$ cat config.mk
export PLATFORM = sky130hd
export DESIGN_NAME = hdcpu_seq
export DESIGN_NICKNAME = d
export VERILOG_FILES = /design/src/rtl/hdcpu_seq.sv
export SDC_FILE = /design/constraint.sdc
export NUM_CORES = 1
export LEC_CHECK = 0
export BUFFER_PORTS_ARGS = -buffer_cell sky130_fd_sc_hd__buf_2
export CAP_MARGIN = 20
export CORE_MARGIN = 1.5
export CORE_UTILIZATION = 54
export CTS_BUF_LIST = sky130_fd_sc_hd__clkbuf_16
export CTS_CLUSTER_DIAMETER = 150
export DETAILED_ROUTE_END_ITERATION = 6
export PLACE_DENSITY = 0.84
export SLEW_MARGIN = 40
export SYNTH_ARGS = -nofsm -noshare
export SYNTH_HDL_FRONTEND = slang
export SYNTH_SLANG_ARGS = --single-unit
$ cat constraint.sdc
create_clock -name T3 -period 4.4 [get_ports T3]
set_clock_uncertainty 0.1 [all_clocks]
set_input_delay 0.22 -clock T3 [delete_from_list [all_inputs] [get_ports T3]]
set_output_delay 0.22 -clock T3 [all_outputs]
set_load 0.05 [all_outputs]
$ cat src/rtl/hdcpu_seq.sv
// Hard-wired control sequencer: HALT/RUN beats W1..W3, console modes and run decode.
// Optional interrupt support is enabled by defining HDCPU_SEQ_INT_EN.
module hdcpu_seq #(
  parameter int NREG = 4,
  parameter int CONSOLE_STEP = 2,
  localparam int RSEL_W = $clog2(NREG)
) (
  input  logic              T3,
  input  logic              CLR,
  input  logic [2:0]        SW,
  input  logic              PULSE,
  input  logic [3:0]        IR,
  input  logic              C,
  input  logic              Z,
`ifdef HDCPU_SEQ_INT_EN
  input  logic              INTR,
  output logic              INTA,
`endif
  output logic [3:1]        W,
  output logic              EXEC,
  output logic              ST0,
  output logic [RSEL_W-1:0] SELA,
  output logic [RSEL_W-1:0] SELB,
  output logic [3:0]        S,
  output logic              SELCTL,
  output logic              LDC,
  output logic              LDZ,
  output logic              CIN,
  output logic              M,
  output logic              ABUS,
  output logic              DRW,
  output logic              PCINC,
  output logic              LPC,
  output logic              LAR,
  output logic              PCADD,
  output logic              ARINC,
  output logic              MEMW,
  output logic              LIR,
  output logic              SBUS,
  output logic              MBUS
);

  logic              run;
  logic [3:1]        w_q;
  logic              st0_q;
  logic [RSEL_W-1:0] idx_q;
  logic [2:0]        sw_q;

  logic              sw_chg;
  logic              st0_eff;
  logic [RSEL_W-1:0] idx_eff;
  logic [2:0]        mode;

  logic [3:0]        d_s;
  logic              d_m, d_cin, d_selctl;
  logic [RSEL_W-1:0] d_sela, d_selb;
  logic              d_ldc, d_ldz, d_abus, d_drw, d_pcinc;
  logic              d_lpc, d_lar, d_pcadd, d_arinc, d_memw;
  logic              d_lir, d_sbus, d_mbus;
  logic              short_b, long_b, stop;
  logic              st0_nxt;
  logic [RSEL_W-1:0] idx_nxt;
  logic [3:1]        w_nxt;

`ifdef HDCPU_SEQ_INT_EN
  logic ien_q, intp_q, ien_nxt;
  logic int_beat, ien_set;
`endif

  // A new console mode starts from a clean phase/index
  assign sw_chg  = run && w_q[1] && (SW != sw_q);
  assign st0_eff = sw_chg ? 1'b0 : st0_q;
  assign idx_eff = sw_chg ? '0 : idx_q;
  assign mode    = w_q[1] ? SW : sw_q;

  always_comb begin
    d_s = 4'b0000;
    d_m = 1'b0;
    d_cin = 1'b0;
    d_selctl = 1'b0;
    d_sela = '0;
    d_selb = '0;
    d_ldc = 1'b0;
    d_ldz = 1'b0;
    d_abus = 1'b0;
    d_drw = 1'b0;
    d_pcinc = 1'b0;
    d_lpc = 1'b0;
    d_lar = 1'b0;
    d_pcadd = 1'b0;
    d_arinc = 1'b0;
    d_memw = 1'b0;
    d_lir = 1'b0;
    d_sbus = 1'b0;
    d_mbus = 1'b0;
    short_b = 1'b0;
    long_b = 1'b0;
    stop = 1'b0;
    st0_nxt = st0_eff;
    idx_nxt = idx_eff;
`ifdef HDCPU_SEQ_INT_EN
    int_beat = 1'b0;
    ien_set = 1'b0;
`endif
    unique case (mode)
      3'b001: begin
        d_selctl = 1'b1;
        d_sbus = 1'b1;
        short_b = 1'b1;
        stop = 1'b1;
        if (!st0_eff) begin
          d_lar = 1'b1;
          st0_nxt = 1'b1;
        end else begin
          d_memw = 1'b1;
          d_arinc = 1'b1;
        end
      end
      3'b010: begin
        d_selctl = 1'b1;
        short_b = 1'b1;
        stop = 1'b1;
        if (!st0_eff) begin
          d_sbus = 1'b1;
          d_lar = 1'b1;
          st0_nxt = 1'b1;
        end else begin
          d_mbus = 1'b1;
          d_arinc = 1'b1;
        end
      end
      3'b011: begin
        d_selctl = 1'b1;
        short_b = 1'b1;
        stop = 1'b1;
        d_sela = idx_eff;
        d_selb = idx_eff + RSEL_W'(1);
        idx_nxt = idx_eff + RSEL_W'(CONSOLE_STEP);
      end
      3'b100: begin
        d_selctl = 1'b1;
        short_b = 1'b1;
        stop = 1'b1;
        d_sbus = 1'b1;
        d_drw = 1'b1;
        d_selb = idx_eff;
        idx_nxt = idx_eff + RSEL_W'(1);
        if (idx_nxt == '0) st0_nxt = 1'b1;
      end
      3'b000: begin
        unique case (1'b1)
          w_q[1]: begin
`ifdef HDCPU_SEQ_INT_EN
            if (intp_q) begin
              int_beat = 1'b1;
              d_lpc = 1'b1;
              d_m = 1'b1;
              d_s = 4'b1111;
              short_b = 1'b1;
            end else begin
              d_lir = 1'b1;
              d_pcinc = 1'b1;
            end
`else
            d_lir = 1'b1;
            d_pcinc = 1'b1;
`endif
          end
          w_q[2]: begin
            unique case (IR)
              4'h1: begin
                d_s = 4'b1001;
                d_cin = 1'b1;
                d_abus = 1'b1;
                d_drw = 1'b1;
                d_ldz = 1'b1;
                d_ldc = 1'b1;
              end
              4'h2: begin
                d_s = 4'b0110;
                d_abus = 1'b1;
                d_drw = 1'b1;
                d_ldz = 1'b1;
                d_ldc = 1'b1;
              end
              4'h3: begin
                d_m = 1'b1;
                d_s = 4'b1011;
                d_abus = 1'b1;
                d_drw = 1'b1;
                d_ldz = 1'b1;
              end
              4'h4: begin
                d_abus = 1'b1;
                d_drw = 1'b1;
                d_ldz = 1'b1;
                d_ldc = 1'b1;
              end
              4'h5: begin
                d_m = 1'b1;
                d_s = 4'b1010;
                d_abus = 1'b1;
                d_lar = 1'b1;
                long_b = 1'b1;
              end
              4'h6: begin
                d_m = 1'b1;
                d_s = 4'b1111;
                d_abus = 1'b1;
                d_lar = 1'b1;
                long_b = 1'b1;
              end
              4'h7: d_pcadd = C;
              4'h8: d_pcadd = Z;
              4'h9: begin
                d_m = 1'b1;
                d_s = 4'b1111;
                d_abus = 1'b1;
                d_lpc = 1'b1;
              end
              4'hA: begin
                d_m = 1'b1;
                d_s = 4'b1010;
                d_abus = 1'b1;
              end
              4'hB: begin
                d_m = 1'b1;
                d_s = 4'b0110;
                d_abus = 1'b1;
                d_drw = 1'b1;
                d_ldz = 1'b1;
              end
              4'hC: begin
                d_m = 1'b1;
                d_s = 4'b1110;
                d_abus = 1'b1;
                d_drw = 1'b1;
                d_ldz = 1'b1;
              end
`ifdef HDCPU_SEQ_INT_EN
              4'hD: ien_set = 1'b1;
`endif
              4'hE: stop = 1'b1;
              default: ;
            endcase
          end
          w_q[3]: begin
            if (IR == 4'h5) begin
              d_drw = 1'b1;
              d_mbus = 1'b1;
            end else if (IR == 4'h6) begin
              d_m = 1'b1;
              d_s = 4'b1010;
              d_abus = 1'b1;
              d_memw = 1'b1;
            end
          end
          default: ;
        endcase
      end
      default: begin
        short_b = 1'b1;
        stop = 1'b1;
      end
    endcase
  end

  always_comb begin
    w_nxt = 3'b001;
    if (w_q[1] && !short_b) w_nxt = 3'b010;
    if (w_q[2] && long_b) w_nxt = 3'b100;
  end

`ifdef HDCPU_SEQ_INT_EN
  assign ien_nxt = int_beat ? 1'b0 : (ien_set ? 1'b1 : ien_q);
`endif

  always_ff @(negedge T3 or negedge CLR) begin
    if (!CLR) begin
      run   <= 1'b0;
      w_q   <= 3'b001;
      st0_q <= 1'b0;
      idx_q <= '0;
      sw_q  <= 3'b000;
`ifdef HDCPU_SEQ_INT_EN
      ien_q  <= 1'b1;
      intp_q <= 1'b0;
`endif
    end else if (!run) begin
      if (PULSE) run <= 1'b1;
    end else begin
      w_q   <= w_nxt;
      st0_q <= st0_nxt;
      idx_q <= idx_nxt;
      if (w_q[1]) sw_q <= SW;
      if (stop) run <= 1'b0;
`ifdef HDCPU_SEQ_INT_EN
      ien_q  <= ien_nxt;
      intp_q <= w_nxt[1] && (mode == 3'b000) && INTR && ien_nxt && !stop;
`endif
    end
  end

  assign W      = w_q;
  assign EXEC   = run;
  assign ST0    = st0_eff;
  assign SELA   = run ? d_sela : '0;
  assign SELB   = run ? d_selb : '0;
  assign S      = run ? d_s : 4'b0000;
  assign M      = run & d_m;
  assign CIN    = run & d_cin;
  assign SELCTL = run & d_selctl;
  assign LDC    = run & d_ldc;
  assign LDZ    = run & d_ldz;
  assign ABUS   = run & d_abus;
  assign DRW    = run & d_drw;
  assign PCINC  = run & d_pcinc;
  assign LPC    = run & d_lpc;
  assign LAR    = run & d_lar;
  assign PCADD  = run & d_pcadd;
  assign ARINC  = run & d_arinc;
  assign MEMW   = run & d_memw;
  assign LIR    = run & d_lir;
  assign SBUS   = run & d_sbus;
  assign MBUS   = run & d_mbus;
`ifdef HDCPU_SEQ_INT_EN
  assign INTA   = run & int_beat;
`endif

endmodule
==> results.ini, run 1 <==
[run_status]
status=aborted with a tool error
lastStage=clock tree synthesis
stop_error=[ERROR DPL-0038] Utilization greater than 100%, impossible to legalize

[floorplanning]
initial_core_util_pct=56.5
io_pins=41
die_w_um=50.6
die_h_um=50.6
rows=17

[place]
port_buffers=40
routabilityCongestion=0.951
place_hpwl_mm=3.03
dp_worst_setup_slack_ps=-129
dp_cells=236

[clock_tree]
root_buffer=clkbuf_16
cts_buffer_depth=2
cts_sinks=10
holdBufCountCts=0
htree_num_levels=1
numCtsBuffers=3
cts_setup_buffers=15
ctsResizeCount=86

[yosys]
synth_warnings=0
ys.flop_type=dfrtn_1
syn_area_mm2=0.00122
synth_cell_types=60
synthCells=151
ys_seq_area_share_pct=20.5
async_reset_ff_share_pct=100
ys_seq_elements=10
synth_nets=164
avgSynthCellArea_um2=8.11
synth_edf_count=0

## Yosys cell counts (3+ instances only)
master | count | area share [%]
dfrtn_1 | 9 | 18
buf_6 | 3 | 2.8
nand2_1 | 11 | 3.4
mux2i_1 | 4 | 3.3
buf_2 | 3 | 1.2
mux2_2 | 5 | 4.6
nor3_1 | 3 | 1.2
a21oi_1 | 10 | 4.1
nand3_1 | 4 | 1.6
nor2_1 | 12 | 3.7
inv_1 | 5 | 1.5
buf_4 | 3 | 1.8
xor2_1 | 4 | 2.9
nand4_1 | 5 | 2.6
o21ai_0 | 4 | 1.6
nor3b_1 | 3 | 1.8
o21ai_1 | 6 | 2.5
nor2b_1 | 5 | 2.6
## logic make-up after synthesis
group	share of synthesized area, %
fa+ha+maj	1.02
simple gates	28.5
xor+xnor	3.57
buf+inv	8.89
mux	8.78
compound gates	28.7
flops	20.5
## metrics by stage
stage | hold WS (ps) | cell area [um2] | TNS [ps] | util (%)
after floorplan | 388 | 1480 | -3570 | -
after global placement | 418 | 1840 | -52.5 | 84.8
after detailed placement | 422 | 1840 | -382 | 84.8
==> run 2, diff against run 1 <==
CORE_AREA = 2 2 63 65   (was unset)
CORE_MARGIN = unset   (was 1.5)
CORE_UTILIZATION = unset   (was 54)
CTS_BUF_LIST = unset   (was sky130_fd_sc_hd__clkbuf_16)
CTS_CLUSTER_DIAMETER = unset   (was 150)
DIE_AREA = 0 0 65 67   (was unset)
PLACE_DENSITY = unset   (was 0.84)
PLACE_DENSITY_LB_ADDON = 0.15   (was unset)
==> run 2 against run 1 <==
  * The flow now finishes, with violations (setup timing)
  * Synthesized cell count unchanged
  * Area after synthesis unchanged
==> results.ini, run 2 <==
[cells_and_area]
nNetsFinal=230
most-common-layout-cells=29 x buf_4, 23 x buf_6, 15 x buf_2
drive_gt1_share_pct=62.5
diodes=0
design_area_mm2=0.00226
syn_to_final_growth_pct=84.2
utilization_pct=62.6
final_common_cell=buf_4

[detailed_routing]
wl_mm=4.16
wl_per_cell_um=15.8
antenna_left=0
drt_iter0_markers=46
remaining_drc_errors=0
firstDrtPassIters=4
avgViaCountPerCell=5.52
vias=1456

[yosys]
syn_area_mm2=0.00122  ; unchanged
synth_edf_count=0  ; unchanged
synth_nets=164  ; unchanged
async_reset_ff_share_pct=100  ; unchanged
ys_seq_elements=10  ; unchanged
synth_cell_types=60  ; unchanged
avgSynthCellArea_um2=8.11  ; unchanged
yosysTopAreaCell=dfrtn_1  ; unchanged
ys.flop_type=dfrtn_1  ; unchanged
synthTopCellsByArea=dfrtn_1 18%, mux2_2 4.6%, a21oi_1 4.1%  ; unchanged
ys_seq_area_share_pct=20.5  ; unchanged
synthCells=151  ; unchanged
synth_common_cells=12 x nor2_1, 11 x nand2_1, 10 x a21oi_1  ; unchanged
synth_top_area_share_pct=18.4  ; unchanged
synth_warnings=0  ; unchanged
synth_most_common_cell=nor2_1  ; unchanged

[setup_path]
crit_type=register to primary output
path_max_fanout=6
crit_path_start_kind=register
cp.required_ps=4080
arrival_ps=4330
reg2reg_slack_ps=2170
end_kind=primary output

[clock_tree]
cts_buffer_depth=2  ; unchanged
clk_pin_slew_ps=30
cts_tree=done
insertion_delay_ps=290
cts_sinks=10  ; unchanged
root_buffer=clkbuf_8  ; was clkbuf_16
numCtsBuffers=3  ; unchanged
htree_num_levels=1  ; unchanged

[sta]
finalWorstSetupSlack_ps=-253
rsz0062_at_grt=yes
tightest_slew_ps=442
slew_headroom_pct=70.3
setup_tns_ps=-3780
finalHoldViolCount=0
drv_slew=0
finalSetupViolations=24

[place]
dpl-instance-area_mm2=0.00188  ; was 0.00184 mm2
place_hpwl_mm=3.07  ; was 3.03 mm
port_buffers=40  ; unchanged
routabilityCongestion=0.827  ; was 0.951

[run_status]
status=complete, but fails checks  ; was aborted with a tool error
failed_checks=setup timing

[grt]
grt_max_degree=18
gr-total-overflow=0
antenna_found_initial=0
grt_pass1_wl_mm=6.89
grt_pass1_vias=1400
grtUsageTotal_pct=20.2

[pwr]
power.leakage_uw=0.000927
vdd_drop_max_mv=0.346
powerDensity_mw_per_mm2=499

[floorplanning]
die_area_mm2=0.00436
io_pins=41  ; unchanged
rows=22  ; was 17
initial_core_util_pct=34.0  ; was 56.5%
die_h_um=67  ; was 50.6 um
core_area_mm2=0.00361
die_w_um=65  ; was 50.6 um

[run]
max_cap_violations=0

[hold_path]
hold_class=register to register

[run 2: cell counts after synthesis]
Identical to the previous run, type by type.
[run 2: layout make-up]
cell class              instances  area, um2
fillers                       304       1350
clock inverters                 1       3.75
repair buffers                 72        642
inverters                       7       31.3
clock buffers                   4       45.0
flip-flops and latches         10        251
well taps                      48       60.1
multi-input cells             122       1220
[run 2: critical path, stage by stage (launching register included)]
cell and delay (ps):
dfstp_2 570, or3b_4 410, a21oi_4 180, nand4_1 180
buf_4 190, a21oi_2 130, buf_6 170
[run 2: metal layers]
metal	part of all wire [%]	global-route usage [%]	vias to the layer above
li1	-	-	701
met1	44	25.5	722
met2	51	36.1	28
met3	3.9	4.05	5
met4	0.46	3.19	0
met5	0	0	-
[run 2: kinds of logic after synthesis]
logic type	synth area share, %
compound gates	28.7
buf+inv	8.89
mux	8.78
flops	20.5
simple gates	28.5
xor+xnor	3.57
fa+ha+maj	1.02
[run 2: power breakdown]
group / switching (uW) / internal [uW] / leakage (uW)
logic: 475 / 372 / 0.000775
clock network: 39.2 / 64.8 / 0.0000281
registers: 41.8 / 132 / 0.000124
[run 2: final timing paths]
| path | start | to | cells past startpoint |
|---|---|---|---|
| worst max-delay path | W[1] | MBUS | 6 |
| worst min-delay path | W[3] | W[3] | 1 |
| worst max register to register | sw_q[2] | idx_q[1] | 7 |
| worst min register to register | W[3] | W[3] | 1 |
| max in group asynchronous | CLR | W[1] | 1 |
| min in group asynchronous | CLR | sw_q[0] | 1 |
[run 2: through the flow]
stage	cells	hold WS, ps	worst slack (ps)	power, uW
2_1_floorplan	151	388	-370	669
3_5_place_dp	256	439	-50.6	878
6_report	264	438	-253	1130
5_1_grt	264	457	-332	1190
3_3_place_gp	256	421	-13.8	864
4_1_cts	261	442	-247	1080
[run 2: what timing repair did]
item,4_1_cts,5_1_grt
gates cloned,0,1
hold buffers,0,0
setup buffers,2,3
setup endpoints to repair,25,25
pin swaps,10,9
resized for setup,68,9
(Power assumes the default switching activity.)
